**config.mk**
```make
export PLATFORM = sky130hd
export DESIGN_NAME = led_matrix_scanner_flat
export DESIGN_NICKNAME = d
export VERILOG_FILES = /design/src/rtl/led_matrix_pkg.sv /design/src/rtl/led_matrix_scanner_if.sv /design/src/rtl/led_matrix_pixel_buffer.sv /design/src/rtl/led_matrix_scanner.sv /design/src/flat_wrapper.sv
export SDC_FILE = /design/constraint.sdc
export NUM_CORES = 1
export LEC_CHECK = 0
export CAP_MARGIN = 40
export CORE_ASPECT_RATIO = 1.2
export CORE_MARGIN = 8
export CORE_UTILIZATION = 30
export DETAILED_ROUTE_END_ITERATION = 12
export GPL_ROUTABILITY_DRIVEN = 0
export PLACE_DENSITY = 0.42
export SYNTH_ARGS = -nofsm -noshare
export SYNTH_HDL_FRONTEND = slang
export SYNTH_SLANG_ARGS = --single-unit
```
**constraint.sdc**
```tcl
create_clock -name i_clock -period 6.15 [get_ports i_clock]
set_clock_uncertainty 0.05 [all_clocks]
set_input_delay 0.9225 -clock i_clock [delete_from_list [all_inputs] [get_ports i_clock]]
set_output_delay 0.9225 -clock i_clock [all_outputs]
set_load 0.005 [all_outputs]
```
**src/rtl/led_matrix_pkg.sv**
```systemverilog
// Shared types and timing helpers for the LED matrix scan driver.
// The frame-timing functions are the single source for both the design and its bench.
package led_matrix_pkg;

  typedef enum logic {
    BLANK = 1'b0,
    DRIVE = 1'b1
  } scan_state_t;

  // Index width that stays at least one bit for single-entry dimensions.
  function automatic int addr_width(input int n);
    return (n > 1) ? $clog2(n) : 1;
  endfunction

  function automatic int pwm_steps(input int pwm_bits);
    return (1 << pwm_bits) - 1;
  endfunction

  function automatic int count_width(input int prescale, input int blank_cycles);
    return addr_width((prescale > blank_cycles) ? prescale : blank_cycles);
  endfunction

  function automatic int row_period(input int blank_cycles, input int prescale,
                                    input int pwm_bits);
    return blank_cycles + prescale * pwm_steps(pwm_bits);
  endfunction

  function automatic int frame_length(input int num_rows, input int blank_cycles,
                                      input int prescale, input int pwm_bits);
    return num_rows * row_period(blank_cycles, prescale, pwm_bits);
  endfunction

endpackage

```
**src/rtl/led_matrix_scanner_if.sv**
```systemverilog
// CPU-side pixel write and buffer swap port of the LED matrix scanner.
interface led_matrix_scanner_if
  import led_matrix_pkg::*;
#(
  parameter int NUM_ROWS = 8,
  parameter int NUM_COLS = 8,
  parameter int PWM_BITS = 4
);

  localparam int ROW_W = addr_width(NUM_ROWS);
  localparam int COL_W = addr_width(NUM_COLS);

  logic                wr_valid;
  logic                wr_ready;
  logic [ROW_W-1:0]    wr_row;
  logic [COL_W-1:0]    wr_col;
  logic [PWM_BITS-1:0] wr_value;
  logic                swap_req;
  logic                swap_done;

  modport master (
    output wr_valid, wr_row, wr_col, wr_value, swap_req,
    input  wr_ready, swap_done
  );

  modport slave (
    input  wr_valid, wr_row, wr_col, wr_value, swap_req,
    output wr_ready, swap_done
  );

endinterface

```
**src/rtl/led_matrix_pixel_buffer.sv**
```systemverilog
// Two pixel banks with a front/back select; writes land in the back bank,
// the scanner reads one row of the front bank combinationally.
module led_matrix_pixel_buffer
  import led_matrix_pkg::*;
#(
  parameter int  NUM_ROWS = 8,
  parameter int  NUM_COLS = 8,
  parameter int  PWM_BITS = 4,
  localparam int ROW_W    = addr_width(NUM_ROWS),
  localparam int COL_W    = addr_width(NUM_COLS)
) (
  input  logic                               i_clock,
  input  logic                               i_reset,
  input  logic                               i_swap,
  input  logic                               i_wr_en,
  input  logic [ROW_W-1:0]                   i_wr_row,
  input  logic [COL_W-1:0]                   i_wr_col,
  input  logic [PWM_BITS-1:0]                i_wr_value,
  input  logic [ROW_W-1:0]                   i_rd_row,
  output logic [NUM_COLS-1:0][PWM_BITS-1:0]  o_rd_data
);

  logic                r_sel;
  logic [PWM_BITS-1:0] r_bank [2][NUM_ROWS][NUM_COLS];
  logic                w_wr_hit;

  // Out-of-range coordinates are accepted on the bus but never stored.
  assign w_wr_hit = i_wr_en && (int'(i_wr_row) < NUM_ROWS) && (int'(i_wr_col) < NUM_COLS);

  always_ff @(posedge i_clock) begin
    if (i_reset) begin
      r_sel <= 1'b0;
      // NOTE: both banks must read as zero after reset, so they are built from
      // resettable flops and cannot be mapped onto a block RAM.
      for (int b = 0; b < 2; b++) begin
        for (int r = 0; r < NUM_ROWS; r++) begin
          for (int c = 0; c < NUM_COLS; c++) begin
            r_bank[b][r][c] <= '0;
          end
        end
      end
    end else begin
      if (w_wr_hit) begin
        r_bank[!r_sel][i_wr_row][i_wr_col] <= i_wr_value;
      end
      if (i_swap) begin
        r_sel <= !r_sel;
      end
    end
  end

  always_comb begin
    o_rd_data = '0;
    for (int c = 0; c < NUM_COLS; c++) begin
      o_rd_data[c] = r_bank[r_sel][i_rd_row][c];
    end
  end

endmodule

```
**src/rtl/led_matrix_scanner.sv**
```systemverilog
// Double-buffered, PWM-dimmed row scanner: BLANK/DRIVE FSM, prescale/step/row
// counters, frame-aligned buffer swap and pin polarity. Every output is registered.
module led_matrix_scanner
  import led_matrix_pkg::*;
#(
  parameter int NUM_ROWS       = 8,
  parameter int NUM_COLS       = 8,
  parameter int PWM_BITS       = 4,
  parameter int PRESCALE       = 4,
  parameter int BLANK_CYCLES   = 2,
  parameter bit ROW_ACTIVE_LOW = 1'b0,
  parameter bit COL_ACTIVE_LOW = 1'b0
) (
  input  logic                 i_clock,
  input  logic                 i_reset,
  led_matrix_scanner_if.slave  bus,
  output logic [NUM_ROWS-1:0]  o_row,
  output logic [NUM_COLS-1:0]  o_col,
  output logic                 o_frame_start
);

  localparam int ROW_W = addr_width(NUM_ROWS);
  localparam int CNT_W = count_width(PRESCALE, BLANK_CYCLES);

  localparam logic [CNT_W-1:0]    LAST_BLANK = CNT_W'(BLANK_CYCLES - 1);
  localparam logic [CNT_W-1:0]    LAST_PRE   = CNT_W'(PRESCALE - 1);
  localparam logic [PWM_BITS-1:0] LAST_K     = PWM_BITS'(pwm_steps(PWM_BITS) - 1);
  localparam logic [ROW_W-1:0]    LAST_ROW   = ROW_W'(NUM_ROWS - 1);
  localparam logic [NUM_ROWS-1:0] ROW_IDLE   = {NUM_ROWS{ROW_ACTIVE_LOW}};
  localparam logic [NUM_COLS-1:0] COL_IDLE   = {NUM_COLS{COL_ACTIVE_LOW}};

  scan_state_t         r_state, w_state;
  logic                r_run;
  logic [ROW_W-1:0]    r_r, w_r;
  logic [PWM_BITS-1:0] r_k, w_k;
  logic [CNT_W-1:0]    r_p, w_p;
  logic                r_pending, w_pending;
  logic                r_wr_ready;
  logic                r_swap_done;
  logic                r_frame_start;
  logic [NUM_ROWS-1:0] r_row, w_row_act;
  logic [NUM_COLS-1:0] r_col, w_col_act;

  logic                w_boundary;
  logic                w_req;
  logic                w_swap;
  logic                w_accept;
  logic [NUM_COLS-1:0][PWM_BITS-1:0] w_front;

  // The counters describe the cycle being shown; r_run parks them at the
  // start of row 0 for the first cycle out of reset.
  always_comb begin
    // NOTE: every signal written here gets a default first, so no path can
    // leave one unassigned and infer a latch.
    w_state = r_state;
    w_r     = r_r;
    w_k     = r_k;
    w_p     = r_p;
    if (!r_run) begin
      w_state = BLANK;
      w_r     = '0;
      w_k     = '0;
      w_p     = '0;
    end else begin
      unique case (r_state)
        BLANK: begin
          if (r_p == LAST_BLANK) begin
            w_state = DRIVE;
            w_p     = '0;
            w_k     = '0;
          end else begin
            w_p = r_p + 1'b1;
          end
        end
        DRIVE: begin
          if (r_p == LAST_PRE) begin
            w_p = '0;
            if (r_k == LAST_K) begin
              w_k     = '0;
              w_state = BLANK;
              w_r     = (r_r == LAST_ROW) ? '0 : r_r + 1'b1;
            end else begin
              w_k = r_k + 1'b1;
            end
          end else begin
            w_p = r_p + 1'b1;
          end
        end
        default: w_state = BLANK;
      endcase
    end
  end

  // A request arriving on the edge into a boundary still counts for that boundary.
  assign w_boundary = (w_state == BLANK) && (w_r == '0) && (w_p == '0);
  assign w_req      = r_run && bus.swap_req;
  assign w_swap     = r_run && w_boundary && (r_pending || w_req);
  assign w_pending  = w_swap ? 1'b0 : (r_pending || w_req);
  assign w_accept   = bus.wr_valid && r_wr_ready;

  led_matrix_pixel_buffer #(
    .NUM_ROWS (NUM_ROWS),
    .NUM_COLS (NUM_COLS),
    .PWM_BITS (PWM_BITS)
  ) u_buffer (
    .i_clock    (i_clock),
    .i_reset    (i_reset),
    .i_swap     (w_swap),
    .i_wr_en    (w_accept),
    .i_wr_row   (bus.wr_row),
    .i_wr_col   (bus.wr_col),
    .i_wr_value (bus.wr_value),
    .i_rd_row   (w_r),
    .o_rd_data  (w_front)
  );

  always_comb begin
    w_row_act = '0;
    w_col_act = '0;
    if (w_state == DRIVE) begin
      w_row_act = NUM_ROWS'(1) << w_r;
      for (int c = 0; c < NUM_COLS; c++) begin
        w_col_act[c] = (w_front[c] > w_k);
      end
    end
  end

  always_ff @(posedge i_clock) begin
    // NOTE: sequential state uses non-blocking assignments so every register
    // samples the pre-edge values regardless of statement order.
    if (i_reset) begin
      r_run         <= 1'b0;
      r_state       <= BLANK;
      r_r           <= '0;
      r_k           <= '0;
      r_p           <= '0;
      r_pending     <= 1'b0;
      r_wr_ready    <= 1'b0;
      r_swap_done   <= 1'b0;
      r_frame_start <= 1'b0;
      r_row         <= ROW_IDLE;
      r_col         <= COL_IDLE;
    end else begin
      r_run         <= 1'b1;
      r_state       <= w_state;
      r_r           <= w_r;
      r_k           <= w_k;
      r_p           <= w_p;
      r_pending     <= w_pending;
      r_wr_ready    <= !w_pending;
      r_swap_done   <= w_swap;
      r_frame_start <= w_boundary;
      r_row         <= w_row_act ^ ROW_IDLE;
      r_col         <= w_col_act ^ COL_IDLE;
    end
  end

  assign bus.wr_ready  = r_wr_ready;
  assign bus.swap_done = r_swap_done;
  assign o_row         = r_row;
  assign o_col         = r_col;
  assign o_frame_start = r_frame_start;

endmodule

```
**src/flat_wrapper.sv**
```systemverilog
// flat-port wrapper written by rule: the top's interface ports become plain ports
module led_matrix_scanner_flat import led_matrix_pkg::*;
#(
  parameter int NUM_ROWS       = 8,
  parameter int NUM_COLS       = 8,
  parameter int PWM_BITS       = 4,
  parameter int PRESCALE       = 4,
  parameter int BLANK_CYCLES   = 2,
  parameter bit ROW_ACTIVE_LOW = 1'b0,
  parameter bit COL_ACTIVE_LOW = 1'b0
)
  (i_clock, i_reset, o_row, o_col, o_frame_start, bus_wr_valid, bus_wr_row, bus_wr_col, bus_wr_value, bus_swap_req, bus_wr_ready, bus_swap_done);
  led_matrix_scanner_if #(.NUM_ROWS(NUM_ROWS), .NUM_COLS(NUM_COLS), .PWM_BITS(PWM_BITS)) bus_i ();
  input  logic i_clock;
  input  logic i_reset;
  output logic [NUM_ROWS-1:0] o_row;
  output logic [NUM_COLS-1:0] o_col;
  output logic o_frame_start;
  input wire logic [$bits(bus_i.wr_valid)-1:0] bus_wr_valid;
  input wire logic [$bits(bus_i.wr_row)-1:0] bus_wr_row;
  input wire logic [$bits(bus_i.wr_col)-1:0] bus_wr_col;
  input wire logic [$bits(bus_i.wr_value)-1:0] bus_wr_value;
  input wire logic [$bits(bus_i.swap_req)-1:0] bus_swap_req;
  output wire logic [$bits(bus_i.wr_ready)-1:0] bus_wr_ready;
  output wire logic [$bits(bus_i.swap_done)-1:0] bus_swap_done;
  assign bus_i.wr_valid = bus_wr_valid;
  assign bus_i.wr_row = bus_wr_row;
  assign bus_i.wr_col = bus_wr_col;
  assign bus_i.wr_value = bus_wr_value;
  assign bus_i.swap_req = bus_swap_req;
  assign bus_wr_ready = bus_i.wr_ready;
  assign bus_swap_done = bus_i.swap_done;
  led_matrix_scanner #(.NUM_ROWS(NUM_ROWS), .NUM_COLS(NUM_COLS), .PWM_BITS(PWM_BITS), .PRESCALE(PRESCALE), .BLANK_CYCLES(BLANK_CYCLES), .ROW_ACTIVE_LOW(ROW_ACTIVE_LOW), .COL_ACTIVE_LOW(COL_ACTIVE_LOW)) u_core (.i_clock(i_clock), .i_reset(i_reset), .bus(bus_i), .o_row(o_row), .o_col(o_col), .o_frame_start(o_frame_start));
endmodule
```
==> results of run 1 <==
-- power groups by stage --
stage / clock [µW] / sequential, µW / combinational, µW
after floorplan: 0 / 4340 / 302
after global placement: 0 / 4380 / 493
after detailed placement: 0 / 4380 / 509
after CTS: 3780 / 4300 / 510
after global routing: 3900 / 4310 / 546
final: 3700 / 4300 / 508
-- cell usage in the layout, fill, tap and decap left out, types with 32 or more instances in the layout --
cell type	synthesis	routed
edfxtp_1	512	512
ha_1	39	39
nor2_1	116	111
a21oi_1	132	131
clkbuf_16	0	59
mux2i_1	196	196
buf_4	4	76
nand2_1	232	231
mux2_2	60	60
o21ai_0	66	66
a221oi_1	45	45
and3_1	264	263
dfxtp_1	33	32
-- worst reg2reg max path, stage by stage (launching register included) --
cell and delay (ps):
dfxtp_1 780, ha_1 440, nor4b_2 300, buf_4 440
nand3_1 270, o21ai_4 410, buf_4 450, a221oi_1 190
a32o_1 320, ha_1 290, nor2b_1 130, o21ai_0 150
nand2b_1 70, a21oi_1 140, nor2_1 110
-- cell families after synthesis --
logic type / after synthesis / synth area share, %
adders and majority gates: 39 / 1.87
DFF: 545 / 61.6
AOI/OAI and AO/OA: 367 / 9.21
buffers and inverters: 226 / 3.49
xor gates and xnor gates: 1 / 0.0336
and+or+nand+nor: 708 / 13.7
muxes: 256 / 10.1
-- area by class of cell --
| type | instances | area, µm² |
|---|---|---|
| diodes | 3 | 7.51 |
| multi-input cells | 1371 | 9240 |
| inverters | 8 | 31.3 |
| clock buffers | 66 | 1500 |
| flip-flops and latches | 545 | 16000 |
| fillers | 8378 | 56200 |
| clock inverters | 41 | 482 |
| repair buffers | 129 | 1250 |
| well taps | 1140 | 1430 |
-- sequential cells by signal, indices dropped and copies added (netlist names), named ones only --
| name | flops |
|---|---|
| u_core.r_pending | 1 |
| u_core.r_r | 3 |
| u_core.r_p | 2 |
| u_core.u_buffer.r_bank | 512 |
| u_core.r_run | 1 |
| u_core.o_row | 8 |
| u_core.o_frame_start | 1 |
| u_core.bus.swap_done | 1 |
| u_core.bus.wr_ready | 1 |
| u_core.r_state | 1 |
| u_core.o_col | 8 |
| u_core.u_buffer.r_sel | 1 |
| u_core.r_k | 4 |
-- stage by stage --
stage	utilization (%)	hold WS, ps	setup WS [ps]
2_1_floorplan	-	408	3080
3_3_place_gp	32.1	445	1690
3_5_place_dp	32.5	462	1600
4_1_cts	34.8	471	1620
5_1_grt	34.8	491	1380
6_report	34.8	455	1480
-- how the worst min path moves through the flow --
stage,from,end,cells past startpoint
6_report,u_core.r_p[0],u_core.r_p[0],1
5_1_grt,u_core.r_p[0],u_core.r_p[0],1
4_1_cts,u_core.r_p[0],u_core.r_p[0],1
3_5_place_dp,u_core.r_p[0],u_core.r_p[0],1
3_3_place_gp,u_core.r_p[0],u_core.r_p[0],1
2_1_floorplan,u_core.r_p[0],u_core.r_p[0],1
-- metal layers --
layer,vias to the layer above,part of all wire [%]
met5,-,0
met3,149,5.9
met2,662,48
met4,0,3.5
li1,8012,-
met1,9132,43
==> impl_metrics.tcl, run 1 <==
set metrics [dict create \
    status "completed" \
    wl_mm 95.1 \
    grtUsageMet3_pct 2.94 \
    dpl-instance-area_mm2 0.0280 \
    grt_setup_unrepaired "no" \
    cts_tree "yes" \
    worstSetupStartpoint "u_core.r_r[0]" \
    portBuffers 32 \
    syn_inst 2142 \
    antenna_found_initial 2 \
    drc_errors 0 \
    netlist_area_mm2 0.0260 \
    core_mm2 0.0862 \
    cp.buffers_inverters 2 \
    path_depth 14 \
    leakage_uw 0.0111 \
    drt_iter0_drc 1525 \
    intPower_uw 6560 \
    vias 18000 \
    async_flop_share_pct 0 \
    syn_area_per_cell_um2 12.2 \
    nNetsFinal 2166 \
    die_h_um 339 \
    crit_type "flop to flop" \
    grt_overflow 0 \
    die_w_um 285 \
    synthFlopType "edfxtp_1" \
    initial_core_util_pct 30.2 \
    grt_use_total_pct 19.2 \
    power.density_mw_per_mm2 284 \
    synth_top_area_cell "edfxtp_1" \
    critPathArrivalTime_ps 5130 \
    cts_htree_levels 2 \
    io-pin-count 33 \
    slowest_delay_ps 780 \
    start_kind "flop" \
    yosysWarnings 0 \
    tns_ps 0 \
    synth-edff-count 512 \
    crit_fanout 21 \
    hold_path.class "flop to flop" \
    use_met1_pct 25.0 \
    seq_area_frac_synth_pct 61.6 \
    min_period_ps 4670 \
    insertion_delay_ps 640 \
    cts.sinks 545 \
    power_frac_comb_pct 6.0 \
    synth.distinct_cells 59 \
    syn2layout_area_growth_pct 15.1 \
    crit_required_ps 6610 \
    place_inst 3193 \
    total_power_uw 8500 \
    cts-resized-gates 0 \
    drtPass1Iterations 5 \
    postLayoutCellArea_mm2 0.0300 \
    ys_seq_elements 545 \
    r2r_slack_ps 1480 \
    p_switching_uw 1950 \
    yosys-top-cells-area "edfxtp_1 (59%), mux2i_1 (7.5%), and3_1 (6.3%), nand2_1 (3.3%), mux2_2 (2.6%)" \
    cts_setup_buffers 0 \
    maxSlewViolCount 0 \
    grt_max_degree 85 \
    wl_per_cell_um 28.8 \
    peakVddDrop_uv 194 \
    path_clk_slew_ps 70 \
    yosysMostFrequentCell "edfxtp_1" \
    dieArea_mm2 0.0966 \
    fin_cells 3303 \
    reg2reg_depth 14 \
    row_count 118 \
    drive_gt1_share_pct 13.2 \
    finalHoldViolations 0 \
    tightest_slew_ps 966 \
    timing.rr.start "u_core.r_r[0]" \
    crit_path_end "u_core.o_col[4]" \
    path_cells "ha_1 -> nor4b_2 -> buf_4 -> nand3_1 -> o21ai_4 -> buf_4 -> a221oi_1 -> a32o_1 -> ha_1 -> nor2b_1 -> o21ai_0 -> nand2b_1 -> a21oi_1 -> nor2_1" \
    setup_viol 0 \
    power.share.switching_pct 22.9 \
    crit_path_end_kind "flop" \
    pwr-share-seq_pct 50.5 \
    timing.rr.end "u_core.o_col[4]" \
    period_share_pct 75.9 \
    grt_busiest_layer "met2" \
    antenna_left 0 \
    synth_top_area_share_pct 59.0 \
    grt_pass1_vias 18400 \
    cts-root-buf "clkbuf_16" \
    dp_hpwl_mm 59.0 \
    grt_pass1_wl_mm 135 \
    synth_fp_nets 2195 \
    clockBufferDepth 3 \
    drt-vias-per-instance 5.44 \
    cp_top_family "compound AO/OA/AOI/OAI gates" \
    maxCapViolCount 0 \
    postCtsHoldBufs 0 \
    max_slew_margin_pct 35.6 \
    pwr-share-clk_pct 43.5 \
    cts_made_buffers 58 \
    ys_top_cells_by_count "edfxtp_1 (512), and3_1 (264), nand2_1 (232)" \
    met2_usage_pct 32.3 \
    crit_slowest_cell "dfxtp_1" \
    max_freq_ghz 0.214 \
]
No activity file was read; power rests on OpenSTA's default activity.
==> run 2, diff against run 1 <==
Clock period 6.15 ns to 4.7 ns, I/O delays scaled along.
==> run 2 against run 1 <==
Against the previous run:
- register-to-register slack worse by 830 ps
- sequential share of layout area hardly changed
- combinational power is 36% higher
- critical endpoint is now u_core.o_col[6]
==> impl_metrics.tcl, run 2 (synthesis gave the netlist of run 1 again) <==
set metrics [dict create \
    power.share.switching_pct 23.1 \
    dpl-instance-area_mm2 0.0281 \
    largest_reg_flops 512 \
    grt_overflow 0 \
    wl_mm 95.3 \
    antenna_left 0 \
    min_period_ps 4040 \
    nNetsFinal 2177 \
    path_clk_slew_ps 70 \
    syn2layout_area_growth_pct 15.2 \
    row_count 118 \
    clockBufferDepth 3 \
    grt_setup_unrepaired "no" \
    cts_htree_levels 2 \
    grt_pass1_vias 18300 \
    preCtsSetupSlack_ps 706 \
    worst_slack_ps 656 \
    io-pin-count 33 \
    max_slew_margin_pct 36.6 \
    whs_ps 459 \
    tns_ps 0 \
    cts_made_buffers 56 \
    drtPass1Iterations 8 \
    crit_path_end_kind "flop" \
    status "completed" \
    final_cell_mix "edfxtp_1 (512), and3_1 (263), nand2_1 (231)" \
    setup_viol 0 \
    hold_path.class "flop to flop" \
    grt_max_degree 64 \
    drc_errors 0 \
    power_frac_comb_pct 6.3 \
    pwr-share-clk_pct 42.9 \
    postLayoutCellArea_mm2 0.0300 \
    cts.sinks 545 \
    crit_type "flop to flop" \
    cts_setup_buffers 0 \
    grt_use_total_pct 19.2 \
    period_share_pct 86.0 \
    initial_core_util_pct 30.2 \
    peakVddDrop_uv 278 \
    antenna_found_initial 2 \
    start_kind "flop" \
    cts_tree "yes" \
    insertion_delay_ps 640 \
    die_h_um 339 \
    crit_required_ps 5190 \
    vias 17900 \
    max_freq_ghz 0.247 \
    dieArea_mm2 0.0966 \
    drt-vias-per-instance 5.41 \
    pwr-share-seq_pct 50.8 \
    postCtsHoldBufs 0 \
    intPower_uw 8490 \
    portBuffers 32 \
    total_power_uw 11000 \
    maxCapViolCount 0 \
    drive_gt1_share_pct 13.5 \
    drt_iter0_drc 1601 \
    final_common_cell "edfxtp_1" \
    dp_hpwl_mm 59.3 \
    power.density_mw_per_mm2 368 \
    critPathArrivalTime_ps 4530 \
    leakage_uw 0.0112 \
    die_w_um 285 \
    largest-register "u_core.u_buffer.r_bank" \
    grt_pass1_wl_mm 135 \
    p_switching_uw 2550 \
    tightest_slew_ps 951 \
    core_mm2 0.0862 \
    cts-root-buf "clkbuf_16" \
    crit_fanout 30 \
    cts-resized-gates 0 \
    wl_per_cell_um 28.8 \
    finalHoldViolations 0 \
    maxSlewViolCount 0 \
]
run 2: cell types whose count changed in the layout (fill, tap and decap cells not counted), sizes merged:
cell and change:
clkinvlp -2, clkbuf +4, diode -2, buf +13
clkinv -1, bufinv -1, inv -1
run 2: metal layers:
layer,wire [µm],global-route usage (%),vias to the layer above
met4,3350,6.32,0
met5,0,0,-
li1,-,-,8020
met1,41500,25.3,9131
met3,4700,2.60,162
met2,45700,32.2,613
run 2: cell type report:
| class | instances | area [µm²] |
|---|---|---|
| Sequential cell | 545 | 16000 |
| Fill cell | 8466 | 56200 |
| Multi-Input combinational cell | 1371 | 9240 |
| Antenna cell | 1 | 2.50 |
| Timing Repair Buffer | 142 | 1350 |
| Tap cell | 1140 | 1430 |
| Clock inverter | 36 | 419 |
| Inverter | 8 | 31.3 |
| Clock buffer | 70 | 1500 |
run 2: power by group through the flow:
stage / Combinational (µW) / Sequential [µW] / Clock [µW]
after floorplan: 396 / 5690 / 0
after detailed placement: 698 / 5720 / 0
after CTS: 700 / 5610 / 4830
after global placement: 688 / 5710 / 0
final: 693 / 5610 / 4740
after global routing: 742 / 5630 / 4990
run 2: final timing paths:
check | cells after the start | endpoint | from | slack [ps]
setup / recovery | 14 | u_core.o_col[6] | u_core.r_p[0] | 660
hold / removal | 1 | u_core.r_p[0] | u_core.r_p[0] | 460
setup reg to reg | 14 | u_core.o_col[6] | u_core.r_p[0] | 660
hold reg to reg | 1 | u_core.r_p[0] | u_core.r_p[0] | 460
run 2: through the flow:
stage	util, %	cells
CTS	34.8	3312
finish	34.8	3313
global route	34.8	3312
global placement	32.4	3198
floorplan	-	2142
detailed placement	32.6	3206
run 2: worst max-delay path: stages (launching register included):
cell	delay (ps)
dfxtp_1	390
ha_1	330
nand4_1	260
nor2_4	630
buf_4	480
a21o_1	530
a21oi_1	70
o21ai_0	160
o21ai_0	150
ha_1	300
nor2b_1	130
o21ai_0	160
nand2b_1	70
a21oi_1	140
nor2_1	50
==> run 3, diff against run 2 <==
Settings changed: SYNTH_HIERARCHICAL set to 1.
Clock period 4.7 ns to 3.75 ns, I/O delays scaled along.
==> run 3 against run 2 <==
Against the previous run:
- final cell count down 13%
- worst setup slack worse by 360 ps
- non-clock buffer count grew 40
- synthesized area shrank 5.9%
- fmax up 17%
==> impl_metrics.tcl, run 3 <==
set metrics [dict create \
    crit_required_ps 4210 \
    peakVddDrop_uv 388 \
    seq_area_mm2 0.0160 \
    grt_max_degree 48 \
    cts_htree_levels 2 \
    muxShareOfSynthArea_pct 11.9 \
    crit_path_end_kind "flop" \
    final_cell_mix "edfxtp_1 (512), nor2_1 (263), buf_4 (130)" \
    grt_busiest_layer "met2" \
    cts_tree "yes" \
    fin_cells 2880 \
    maxSlewViolCount 0 \
    tns_ps 0 \
    power.density_mw_per_mm2 460 \
    drt-vias-per-instance 5.28 \
    max_slew_margin_pct 47.3 \
    row_count 115 \
    status "completed" \
    dpl-instance-area_mm2 0.0270 \
    wl_per_cell_um 28.5 \
    yosysWarnings 6 \
    drive_gt1_share_pct 21.3 \
    dp_hpwl_mm 57.1 \
    synth_top_area_share_pct 62.7 \
    ys_seq_elements 545 \
    yosys-top-cells-area "edfxtp_1 (63%), mux4_2 (12%), nor2_1 (4.1%), dfxtp_1 (2.7%), ha_1 (2.0%)" \
    synthAdderAreaFrac_pct 1.99 \
    synth-edff-count 512 \
    vias 15200 \
    min_period_ps 3450 \
    seq_area_frac_synth_pct 65.4 \
    grt_pass1_vias 15900 \
    grtUsageMet3_pct 2.37 \
    met2_usage_pct 31.6 \
    finalHoldViolations 0 \
    die_h_um 329 \
    initial_core_util_pct 30.1 \
    nNetsFinal 1835 \
    fillers 7885 \
    start_kind "flop" \
    grt_use_total_pct 17.7 \
    die_w_um 277 \
    insertedDiodeCount 0 \
    synth_simple_gate_area_share_pct 11.3 \
    syn_area_per_cell_um2 14.6 \
    synth_top_area_cell "edfxtp_1" \
    max_freq_ghz 0.289 \
    setup_viol 0 \
    antenna_left 0 \
    dieArea_mm2 0.0911 \
    grt_pass1_wl_mm 117 \
    antenna_found_initial 0 \
    synth_compound_area_share_pct 6.42 \
    largest_reg_flops 512 \
    final_common_cell "edfxtp_1" \
    synth.distinct_cells 55 \
    synth_top_family_by_area "multiplexers" \
    syn_inst 1680 \
    syn2layout_area_growth_pct 16.7 \
    clockBufferDepth 3 \
    synth_fp_nets 1733 \
    grt_setup_unrepaired "no" \
    postCtsHoldBufs 0 \
    drc_errors 0 \
    synthFlopType "edfxtp_1" \
    crit_type "flop to flop" \
    cts_setup_buffers 0 \
    crit_fanout 33 \
    netlist_area_mm2 0.0245 \
    cts_made_buffers 55 \
    hold_path.class "flop to flop" \
    core_mm2 0.0814 \
    multi_input_area_mm2 0.00780 \
    largest-register "u_core/u_buffer/r_bank" \
    ys_top_cells_by_count "edfxtp_1 (512), nor2_1 (265), mux4_2 (128)" \
    leakage_uw 0.0101 \
    async_flop_share_pct 0 \
    yosysMostFrequentCell "edfxtp_1" \
    drtPass1Iterations 5 \
    drt_iter0_drc 1362 \
    tightest_slew_ps 787 \
    use_met1_pct 22.4 \
    critPathArrivalTime_ps 3910 \
    cts.sinks 545 \
    grt_overflow 0 \
    io-pin-count 33 \
    insertion_delay_ps 620 \
    portBuffers 32 \
    postLayoutCellArea_mm2 0.0286 \
    cts-resized-gates 0 \
    synth_xor_area_share_pct 0.0357 \
    wl_mm 82.1 \
    path_clk_slew_ps 60 \
    cts-root-buf "clkbuf_16" \
    place_inst 2778 \
    period_share_pct 92.1 \
    maxCapViolCount 0 \
]
## run 3: changes by cell type after synthesis, sizes merged, moves of 30 or more
cell / delta
mux2i: -193
and3: -188
nand2: -160
nor2: +148
mux4: +128
clkbuf: -98
mux2: -60
a21oi: -55
a22oi: +55
o21ai: -53
a221oi: -45
o21bai: +30
## run 3: area by class of cell
type	instances	area share, %
Clock inverter	38	0.801
Sequential cell	545	56.1
Timing Repair Buffer	182	5.99
Clock buffer	64	4.93
Multi-Input combinational cell	975	27.3
Inverter	23	0.302
Tap cell	1053	4.61
## run 3: cell families (layout without fill, tap and decap cells)
logic type,after synthesis,after routing
multiplexers,131,131
buffers and inverters,160,307
AO/OA/AOI/OAI,238,238
flip-flops,545,545
adder cells (fa/ha/maj),39,39
AND/OR/NAND/NOR,566,566
XOR/XNOR,1,1
## run 3: worst paths after layout
path / slack [ps] / start / endpoint / depth (start not counted)
worst min register to register: 460 / u_core/r_p[0] / u_core/r_p[0] / 1
worst max register to register: 300 / u_core/r_p[0] / u_core/o_col[4] / 15
worst max-delay path: 300 / u_core/r_p[0] / u_core/o_col[4] / 15
worst min-delay path: 460 / u_core/r_p[0] / u_core/r_p[0] / 1
## run 3: through the flow
step	setup slack (ps)	hold WS (ps)	power [µW]	util, %
after detailed placement	332	438	8140	33.1
final	295	456	13100	35.1
after global routing	3.34	477	13600	35.1
after CTS	305	445	13300	35.1
after floorplan	482	405	7720	-
after global placement	355	417	8130	33.1
## run 3: per-layer routing
metal	vias to the layer above	wire [µm]
met3	114	3880
met5	-	0
li1	6607	-
met1	7992	34300
met4	0	2300
met2	479	41700
## run 3: worst max-delay path, stage by stage, from the launching register on
cell and delay (ps):
dfxtp_1 390, ha_1 210, and2_1 260, nand2_1 160
mux2i_1 200, nor2_4 240, buf_12 270, buf_4 190
mux4_2 300, a22oi_1 150, nand2_1 80, ha_1 290
nor2b_1 130, o21a_1 160, o21ai_0 150, a21oi_1 90
## run 3: power breakdown
group,switching (µW),internal (µW)
clock,2390,2760
sequential,107,6990
combinational,566,337
